### src/rtl/vga_sync_controller.sv
// Vertical raster sequencer: registered hsync/vsync/video_on from h_count, with per-line prefetch req/ack.
// `VGA_UNDERRUN_BLANK_EN: a row whose prefetch missed its deadline is shown blank.
module vga_sync_controller #(
  parameter int H_ACTIVE = 640,
  parameter int H_FP     = 16,
  parameter int H_PULSE  = 96,
  parameter int H_BP     = 48,
  parameter int V_ACTIVE = 480,
  parameter int V_FP     = 10,
  parameter int V_PULSE  = 2,
  parameter int V_BP     = 33
) (
  input  logic       clk,
  input  logic       rst,
  input  logic       enable,
  input  logic [9:0] h_count,
  input  logic       new_line,
  input  logic       line_ack,
  input  logic       underrun_clr,
  output logic       hsync,
  output logic       vsync,
  output logic       video_on,
  output logic [9:0] pixel_x,
  output logic [9:0] pixel_y,
  output logic [9:0] v_count,
  output logic       frame_start,
  output logic       line_req,
  output logic [9:0] line_req_y,
  output logic       underrun,
  output logic       running
);
  localparam int V_TOTAL = V_ACTIVE + V_FP + V_PULSE + V_BP;

  if (H_ACTIVE + H_FP + H_PULSE + H_BP > 1024 || V_TOTAL > 1024) begin : g_bad_timing
    $error("vga_sync_controller: raster totals exceed 10-bit counters");
  end

  localparam logic [9:0] C_HA    = 10'(H_ACTIVE);
  localparam logic [9:0] C_HS0   = 10'(H_ACTIVE + H_FP);
  localparam logic [9:0] C_HS1   = 10'(H_ACTIVE + H_FP + H_PULSE);
  localparam logic [9:0] C_VA    = 10'(V_ACTIVE);
  localparam logic [9:0] C_VS0   = 10'(V_ACTIVE + V_FP);
  localparam logic [9:0] C_VB0   = 10'(V_ACTIVE + V_FP + V_PULSE);
  localparam logic [9:0] C_VLAST = 10'(V_TOTAL - 1);

  typedef enum logic [2:0] {S_IDLE, S_V_ACT, S_V_FRONT, S_V_SYNC, S_V_BACK} state_t;

  state_t     r_state;
  logic [9:0] r_vcnt;
  logic       r_armed;
  logic       r_hsync, r_vsync, r_video_on, r_frame_start;
  logic [9:0] r_pixel_x, r_pixel_y, r_line_req_y;
  logic       r_line_req, r_underrun;

  logic [9:0] w_next_v;
  logic       w_miss;
  logic       w_fetch;
  logic       w_blank;

  function automatic state_t line_state(input logic [9:0] v);
    if (v < C_VA)       return S_V_ACT;
    else if (v < C_VS0) return S_V_FRONT;
    else if (v < C_VB0) return S_V_SYNC;
    else                return S_V_BACK;
  endfunction

  assign w_next_v = (r_vcnt == C_VLAST) ? 10'd0 : r_vcnt + 10'd1;
  // A request still open at the line boundary has missed; a same-cycle ack rescues it.
  assign w_miss   = r_line_req & new_line & ~line_ack;
  assign w_fetch  = (r_state != S_IDLE) && (h_count == C_HA) && (w_next_v < C_VA);

`ifdef VGA_UNDERRUN_BLANK_EN
  logic r_blank;
  always_ff @(posedge clk) begin
    if (rst)           r_blank <= 1'b0;
    else if (new_line) r_blank <= w_miss;
  end
  assign w_blank = r_blank;
`else
  assign w_blank = 1'b0;
`endif

  always_ff @(posedge clk) begin
    if (rst) begin
      r_state       <= S_IDLE;
      r_vcnt        <= 10'd0;
      r_armed       <= 1'b0;
      r_hsync       <= 1'b1;
      r_vsync       <= 1'b1;
      r_video_on    <= 1'b0;
      r_pixel_x     <= 10'd0;
      r_pixel_y     <= 10'd0;
      r_frame_start <= 1'b0;
      r_line_req    <= 1'b0;
      r_line_req_y  <= 10'd0;
      r_underrun    <= 1'b0;
    end else begin
      r_hsync       <= !((r_state != S_IDLE) && (h_count >= C_HS0) && (h_count < C_HS1));
      r_vsync       <= (r_state != S_V_SYNC);
      r_video_on    <= (r_state == S_V_ACT) && (h_count < C_HA) && !w_blank;
      r_pixel_x     <= h_count;
      r_pixel_y     <= r_vcnt;
      r_frame_start <= (r_state == S_V_ACT) && (r_vcnt == 10'd0) && (h_count == 10'd0);

      if (w_miss)            r_underrun <= 1'b1;
      else if (underrun_clr) r_underrun <= 1'b0;

      if (w_miss || (r_line_req && line_ack)) r_line_req <= 1'b0;

      case (r_state)
        S_IDLE: begin
          r_armed <= r_armed | enable;
          // Start one line early in the last back-porch line so row 0 is prefetched in time.
          if (new_line && (r_armed || enable)) begin
            r_state      <= S_V_BACK;
            r_vcnt       <= C_VLAST;
            r_line_req   <= 1'b1;
            r_line_req_y <= 10'd0;
            r_armed      <= 1'b0;
          end
        end
        default: begin
          if (new_line) begin
            if (r_vcnt == C_VLAST && !enable) begin
              r_state <= S_IDLE;
              r_vcnt  <= 10'd0;
            end else begin
              r_state <= line_state(w_next_v);
              r_vcnt  <= w_next_v;
            end
          end
        end
      endcase

      if (w_fetch) begin
        r_line_req   <= 1'b1;
        r_line_req_y <= w_next_v;
      end
    end
  end

  assign hsync       = r_hsync;
  assign vsync       = r_vsync;
  assign video_on    = r_video_on;
  assign pixel_x     = r_pixel_x;
  assign pixel_y     = r_pixel_y;
  assign v_count     = r_vcnt;
  assign frame_start = r_frame_start;
  assign line_req    = r_line_req;
  assign line_req_y  = r_line_req_y;
  assign underrun    = r_underrun;
  assign running     = (r_state != S_IDLE);

endmodule

### config.mk
export PLATFORM = sky130hd
export DESIGN_NAME = vga_sync_controller
export DESIGN_NICKNAME = d
export VERILOG_FILES = /design/src/rtl/vga_sync_controller.sv
export SDC_FILE = /design/constraint.sdc
export NUM_CORES = 1
export LEC_CHECK = 0
export ABC_AREA = 1
export BUFFER_PORTS_ARGS = -buffer_cell sky130_fd_sc_hd__buf_2
export CORE_MARGIN = 1.5
export CORE_UTILIZATION = 51
export CTS_CLUSTER_DIAMETER = 40
export CTS_CLUSTER_SIZE = 30
export DETAILED_ROUTE_END_ITERATION = 7
export HOLD_SLACK_MARGIN = 0.08
export PLACE_DENSITY = 0.8
export SETUP_SLACK_MARGIN = 0.3
export SYNTH_ARGS = -nofsm -noshare
export SYNTH_HDL_FRONTEND = slang
export SYNTH_SLANG_ARGS = --single-unit
### constraint.sdc
create_clock -name clk -period 1.88 [get_ports clk]
set_input_delay 0.094 -clock clk [delete_from_list [all_inputs] [get_ports clk]]
set_output_delay 0.094 -clock clk [all_outputs]
set_load 0.01 [all_outputs]
---- Word-level counts from Yosys, hierarchy flattened ----
Cells that the tools add are included.
storage, ports and cells
  output and inout bits ................... 47
  register bits after elaboration ......... 50
  input port bits ......................... 16
cells by class
  magnitude comparators ................... 6
  bitwise logic cells ..................... 4
  equality and inequality tests ........... 5
  reductions and logical operators ........ 24
  muxes and demuxes ....................... 22
  add/sub/neg operators ................... 1
operators by type and width
  kind                     number
  $mux W10                 8
  $lt A10 B9 Y1 const B    3
  $mux W3                  7
  $eq A10 B10 Y1 const B   2
  $logic_not A10 Y1        2
  $lt A10 B10 Y1 const B   2
  $add A10 B1 Y10 const B  1
  $ge A10 B10 Y1 const B   1
  $logic_and A1 B1 Y1      10
  $reduce_bool A2 Y1       4
  $mux W1                  7
  $reduce_and A2 Y1        2
  $eq A3 B1 Y1 const B     1
  $logic_not A3 Y1         1
  $ne A3 B2 Y1 const B     1
  $reduce_bool A3 Y1       1
  $and A1 B1 Y1            2
  $logic_not A1 Y1         2
  $logic_or A1 B1 Y1       2
  $ne A2 B2 Y1 const B     1
  $not A1 Y1               1
  $or A1 B1 Y1             1

---- Depth between registers and ports, before layout ----
  depth in word-level cells ............... 9
  gate-level depth with buffers ........... 13

---- Least setup slack after synthesis ----
Ideal clock, no wire load.
  kind .................................... flip-flop to flip-flop
  start ................................... register r_vcnt[0], in the netlist v_count[0]
  end ..................................... register r_line_req_y[1], in the netlist line_req_y[1]
  path slack .............................. 232 ps
  library setup time ...................... 133 ps
  buffers on the path ..................... 1
  period minus slack after synthesis ...... 1,648 ps
  arrival ................................. 1,515 ps
  stages on the path, launching flop included .. 12
  cells stage by stage .................... dfxtp_1 -> ha_1 -> inv_1 -> nor2_2 -> nand3_1 -> nand2_1 -> clkinv_1 -> nand3_2 -> nand3_2 -> buf_6 -> nand3_1 -> a21oi_1
on the way
  word-level cells in the longest chain between the ends .. 6
  elaborated cells between the ends (all ways) .. 9
ends and longest elaborated chain
  element                                                   RTL line  source
  from (decl)                                               49        logic [9:0] r_vcnt;
  from (signal assigned)                                    129       r_vcnt <= w_next_v;
  $add A10 B1 Y10 / $eq A10 B10 Y1 (equally long branches)  67        assign w_next_v = (r_vcnt == C_VLAST) ? 10'd0 : r_vcnt + 10'd1;
  $mux W10 *                                                67
  $lt A10 B9 Y1                                             70        assign w_fetch = (r_state != S_IDLE) && (h_count == C_HA) && (w_next_v < C_VA);
  $logic_and A1 B1 Y1                                       70
  $reduce_bool A2 Y1 (no line)                              -
  $reduce_and A2 Y1 (no line)                               -
  to (signal assigned)                                      137       r_line_req_y <= w_next_v;
  to (decl)                                                 52        logic [9:0] r_pixel_x, r_pixel_y, r_line_req_y;
Every way passes the cells marked *; elsewhere a longest branch is shown, timed or not.
A chain may end at the register's enable or synchronous reset.

---- Worst setup path in the final report ----
  start ................................... register r_vcnt[0], in the netlist v_count[0]
  end ..................................... register r_state[0]
on the way
  word-level cells in the longest chain between the ends .. 9
  elaborated cells between the ends (all ways) .. 13
ends and longest elaborated chain
  element                                                   RTL line  source
  $add A10 B1 Y10 / $eq A10 B10 Y1 (equally long branches)  67, 124
  $mux W10                                                  67
  $lt A10 B9 Y1                                             63        else if (v < C_VB0) return S_V_SYNC;
  $mux W3                                                   63
  $mux W3                                                   62        else if (v < C_VS0) return S_V_FRONT;
  $mux W3                                                   61        if (v < C_VA) return S_V_ACT;
  $mux W3 *                                                 124       if (r_vcnt == C_VLAST && !enable) begin
  $mux W3 *                                                 123       if (new_line) begin
  $mux W3 *                                                 110       case (r_state)
  to (signal assigned)                                      128       r_state <= line_state(w_next_v);
  to (decl)                                                 48        state_t r_state;
Every way passes the cells marked *; elsewhere a longest branch is shown, timed or not. The select of a mux whose other input is x is not followed.

==> impl_metrics.csv <==
group,metric,value,unit
worst_setup_path,crit_type,"reg -> reg",
power_and_ir_drop,power_frac_comb,18.6,%
routing,drt_iter0_markers,145,
worst_setup_path,crit_family,"simple AND/OR/NAND/NOR gates",
cts,cts_root_buf,"clkbuf_8",
worst_setup_path,crit_required,2.08,ns
synth,synth_area,2150,um^2
worst_setup_path,slowest_stage,"dfxtp_4",
worst_setup_path,crit_top_cell,"nand2_1",
global_route,grt_pass1_wl,8310,um
worst_setup_path,cp_cell_sequence,"ha_4, inv_1, nor2_4, nand2_1, nand2_1, nand2_2, clkinv_2, nand3_4, buf_6, nand2_4, nand2_1, nand2_1, nand2_1",
hold_path,hold_path.class,"in -> reg",
power_and_ir_drop,seq_power_share,51.9,%
sta,worst_slack,0.239,ns
global_route,grt_usage,23.8,%
placement,portBuffers,62,
power_and_ir_drop,total_power,0.00223,W
cts,clock_path_buffers,2,
sta,finalHoldViolCount,0,
synth,synthSimpleGateAreaFrac,31.4,%
final_layout,fin_nets,375,
power_and_ir_drop,vdd_ir_drop_max,0.518,mV
synth,muxShareOfSynthArea,0,%
worst_setup_path,cp.buffers_inverters,3,
synth,syn_area_per_cell,7.92,um^2
cts,clk_pin_slew,0.09,ns
sta,post-route-period-util,87.3,%
final_layout,fin_area,2930,um^2
floorplanning,boundaryPins,63,
worst_setup_path,critPathLaunch,"v_count[0]",
sta,max_clock_freq,609,MHz
final_layout,area_growth,35.9,%
cts,cts_inserted_buffers,5,
sta,finalSetupTns,0,ns
synth,synth.distinct_cells,33,
routing,routedWlPerCell,13.3,um
placement,gp_routability_congestion,0.853,
placement,post-place-ws,0.112,ns
sta,setup_viol,0,
final_layout,final_layout_size_suffix_gt1_share,36.0,%
synth,yosys.area_share.adder,1.16,%
worst_setup_path,worstPathMaxFanout,5,
synth,syn_nets,290,
floorplanning,die_x,68.0,um
sta,slew_headroom,66.8,%
final_layout,layout_common_cells,"62 x buf_2, 43 x dfxtp_1, 39 x inv_1",
cts,cts_tree,"built",
sta,period_needed,1.64,ns
final_layout,antenna_cells,0,
floorplanning,die_y,68.0,um
worst_setup_path,cp.arrival,1.84,ns
synth,synth_top_cell_by_area,"dfxtp_1",
synth,synth_top_family_by_area,"simple AND/OR/NAND/NOR gates",
status,status,"finished clean",
power_and_ir_drop,p_int,0.00157,W
worst_setup_path,cp-start-kind,"flop",
run,drv_cap,0,
sta,fin_worst_skew,0.00472,ns
synth,ys_warn_count,0,
power_and_ir_drop,power_switching_share,29.7,%
routing,dr.pass1.iters,4,
global_route,overflow,0,
power_and_ir_drop,powerDensity,761,nW/um^2
synth,synth_xor_area_share,0.813,%
sta,tightest_slew,0.498,ns
synth,synth_compound_area_share,9.64,%
cts,cts_sinks,50,
routing,routed_wl,5430,um
floorplanning,dieArea,4620,um^2
global_route,antenna_found_initial,0,
cts,htree_num_levels,2,
synth,syn_inst,272,
floorplanning,start_util,53.5,%
synth,ys_ff_latch,50,
floorplanning,coreArea,4030,um^2
final_layout,layout_commonest_cell,"buf_2",
final_layout,fillers,300,
synth,yosys-top-cells-area,"dfxtp_1 46%, inv_1 7.1%, nand2_1 6.1%, nor2_1 5.7%, nand3_1 5.1%",
global_route,grt_max_degree,26,
worst_setup_path,r2r-start,"v_count[0]",
worst_setup_path,cpPeakStageDelay,0.40,ns
routing,viasPerCell,5.33,
routing,ant_nets,0,
placement,place_area,2510,um^2
power_and_ir_drop,p_sw,0.000662,W
power_and_ir_drop,leakagePower,1.38,nW
synth,synth_top_area_share,46.5,%
worst_setup_path,cp-end-kind,"flop",
sta,finalMaxSlewViolations,0,
placement,hpwl,3490,um
sta,whs,0.0902,ns
floorplanning,row_count,23,
routing,drc,0,
hold_path,min_from,"h_count[8]",
synth,seq_area_frac_synth,46.5,%
power_and_ir_drop,p_clk_share,29.4,%
routing,vias,2174,
global_route,grt_pass1_vias,1826,
cts,insertion_delay,0.31,ns
sta,rsz0062_at_grt,"yes",
[repair_timing]
action                                  4_1_cts  5_1_grt
setup buffers                                 3        2
gates cloned                                  3        0
endpoints found under the setup margin       15       25
hold buffers                                 12        0
pin swaps                                    15        5
hold endpoints to repair                     11        0
resized for setup                            25       14
[Yosys cell counts (all sizes together)]
library cell and number:
nand4 14, a31oi 1, inv 43, nand3 30
nor2 38, o21bai 1, a211oi 1, o21ai 10
a221oi 2, clkbuf 4, nand3b 1, ha 2
a21boi 2, a22o 1, xor2 2, buf 5
a21oi 16, nor3 5, nand2 40, o22a 1
clkinv 1, nor4 2, dfxtp 50
[flip-flops by register name, summed over array words and instances (netlist names)]
register,cells
v_count,10
line_req,1
r_armed,1
vsync,1
line_req_y,10
hsync,1
pixel_y,10
r_state,3
video_on,1
underrun,1
pixel_x,10
frame_start,1
[power groups by stage]
stage	Sequential [W]	Clock (W)	Combinational (W)
6_report	0.00116	0.000656	0.000415
5_1_grt	0.00116	0.000720	0.000460
4_1_cts	0.00116	0.000667	0.000391
3_5_place_dp	0.00118	0	0.000341
3_3_place_gp	0.00117	0	0.000338
2_1_floorplan	0.00119	0	0.000213
[final cells by class]
cell class / instances / area, um^2 / area share [%]
clock buffers: 6 / 82.6 / 2.82
clock inverters: 2 / 12.5 / 0.427
inverters: 44 / 166 / 5.68
multi-input cells: 170 / 1040 / 35.6
flip-flops and latches: 50 / 1020 / 35.0
well taps: 50 / 62.6 / 2.14
repair buffers: 86 / 536 / 18.3
[metrics by stage]
stage	std cells	util [%]
5_1_grt	408	72.7
4_1_cts	406	71.0
6_report	408	72.7
3_5_place_dp	380	62.3
3_3_place_gp	380	62.3
2_1_floorplan	272	-
[tightest hold or removal path, stage by stage]
cell     delay (ns)
buf_2          0.10
nor4_1         0.05
nand3_1        0.06
nor3_1         0.05
[final timing paths]
kind / endpoint / slack, ns / depth (start not counted)
worst max register to register: r_state[0] / 0.24 / 13
worst min register to register: line_req_y[9] / 0.47 / 2
worst min-delay path: frame_start / 0.09 / 4
worst max-delay path: r_state[0] / 0.24 / 13
[cell families (layout without fill, tap and decap cells)]
| kind of cell | count (synthesis) | in the layout |
|---|---|---|
| adder cells (fa/ha/maj) | 2 | 2 |
| AND/OR/NAND/NOR | 130 | 131 |
| XOR/XNOR | 2 | 2 |
| AO/OA/AOI/OAI | 35 | 35 |
| buffers and inverters | 53 | 138 |
| flip-flops | 50 | 50 |
[metal layers]
metal | share of wire [%] | GRT usage, % | up-vias
li1 | - | - | 1058
met1 | 44 | 31.3 | 1015
met2 | 48 | 37.7 | 91
met3 | 6.6 | 4.77 | 10
met4 | 2.0 | 10.3 | 0
met5 | 0 | 0 | -
No activity file was read; power rests on OpenSTA's default activity.
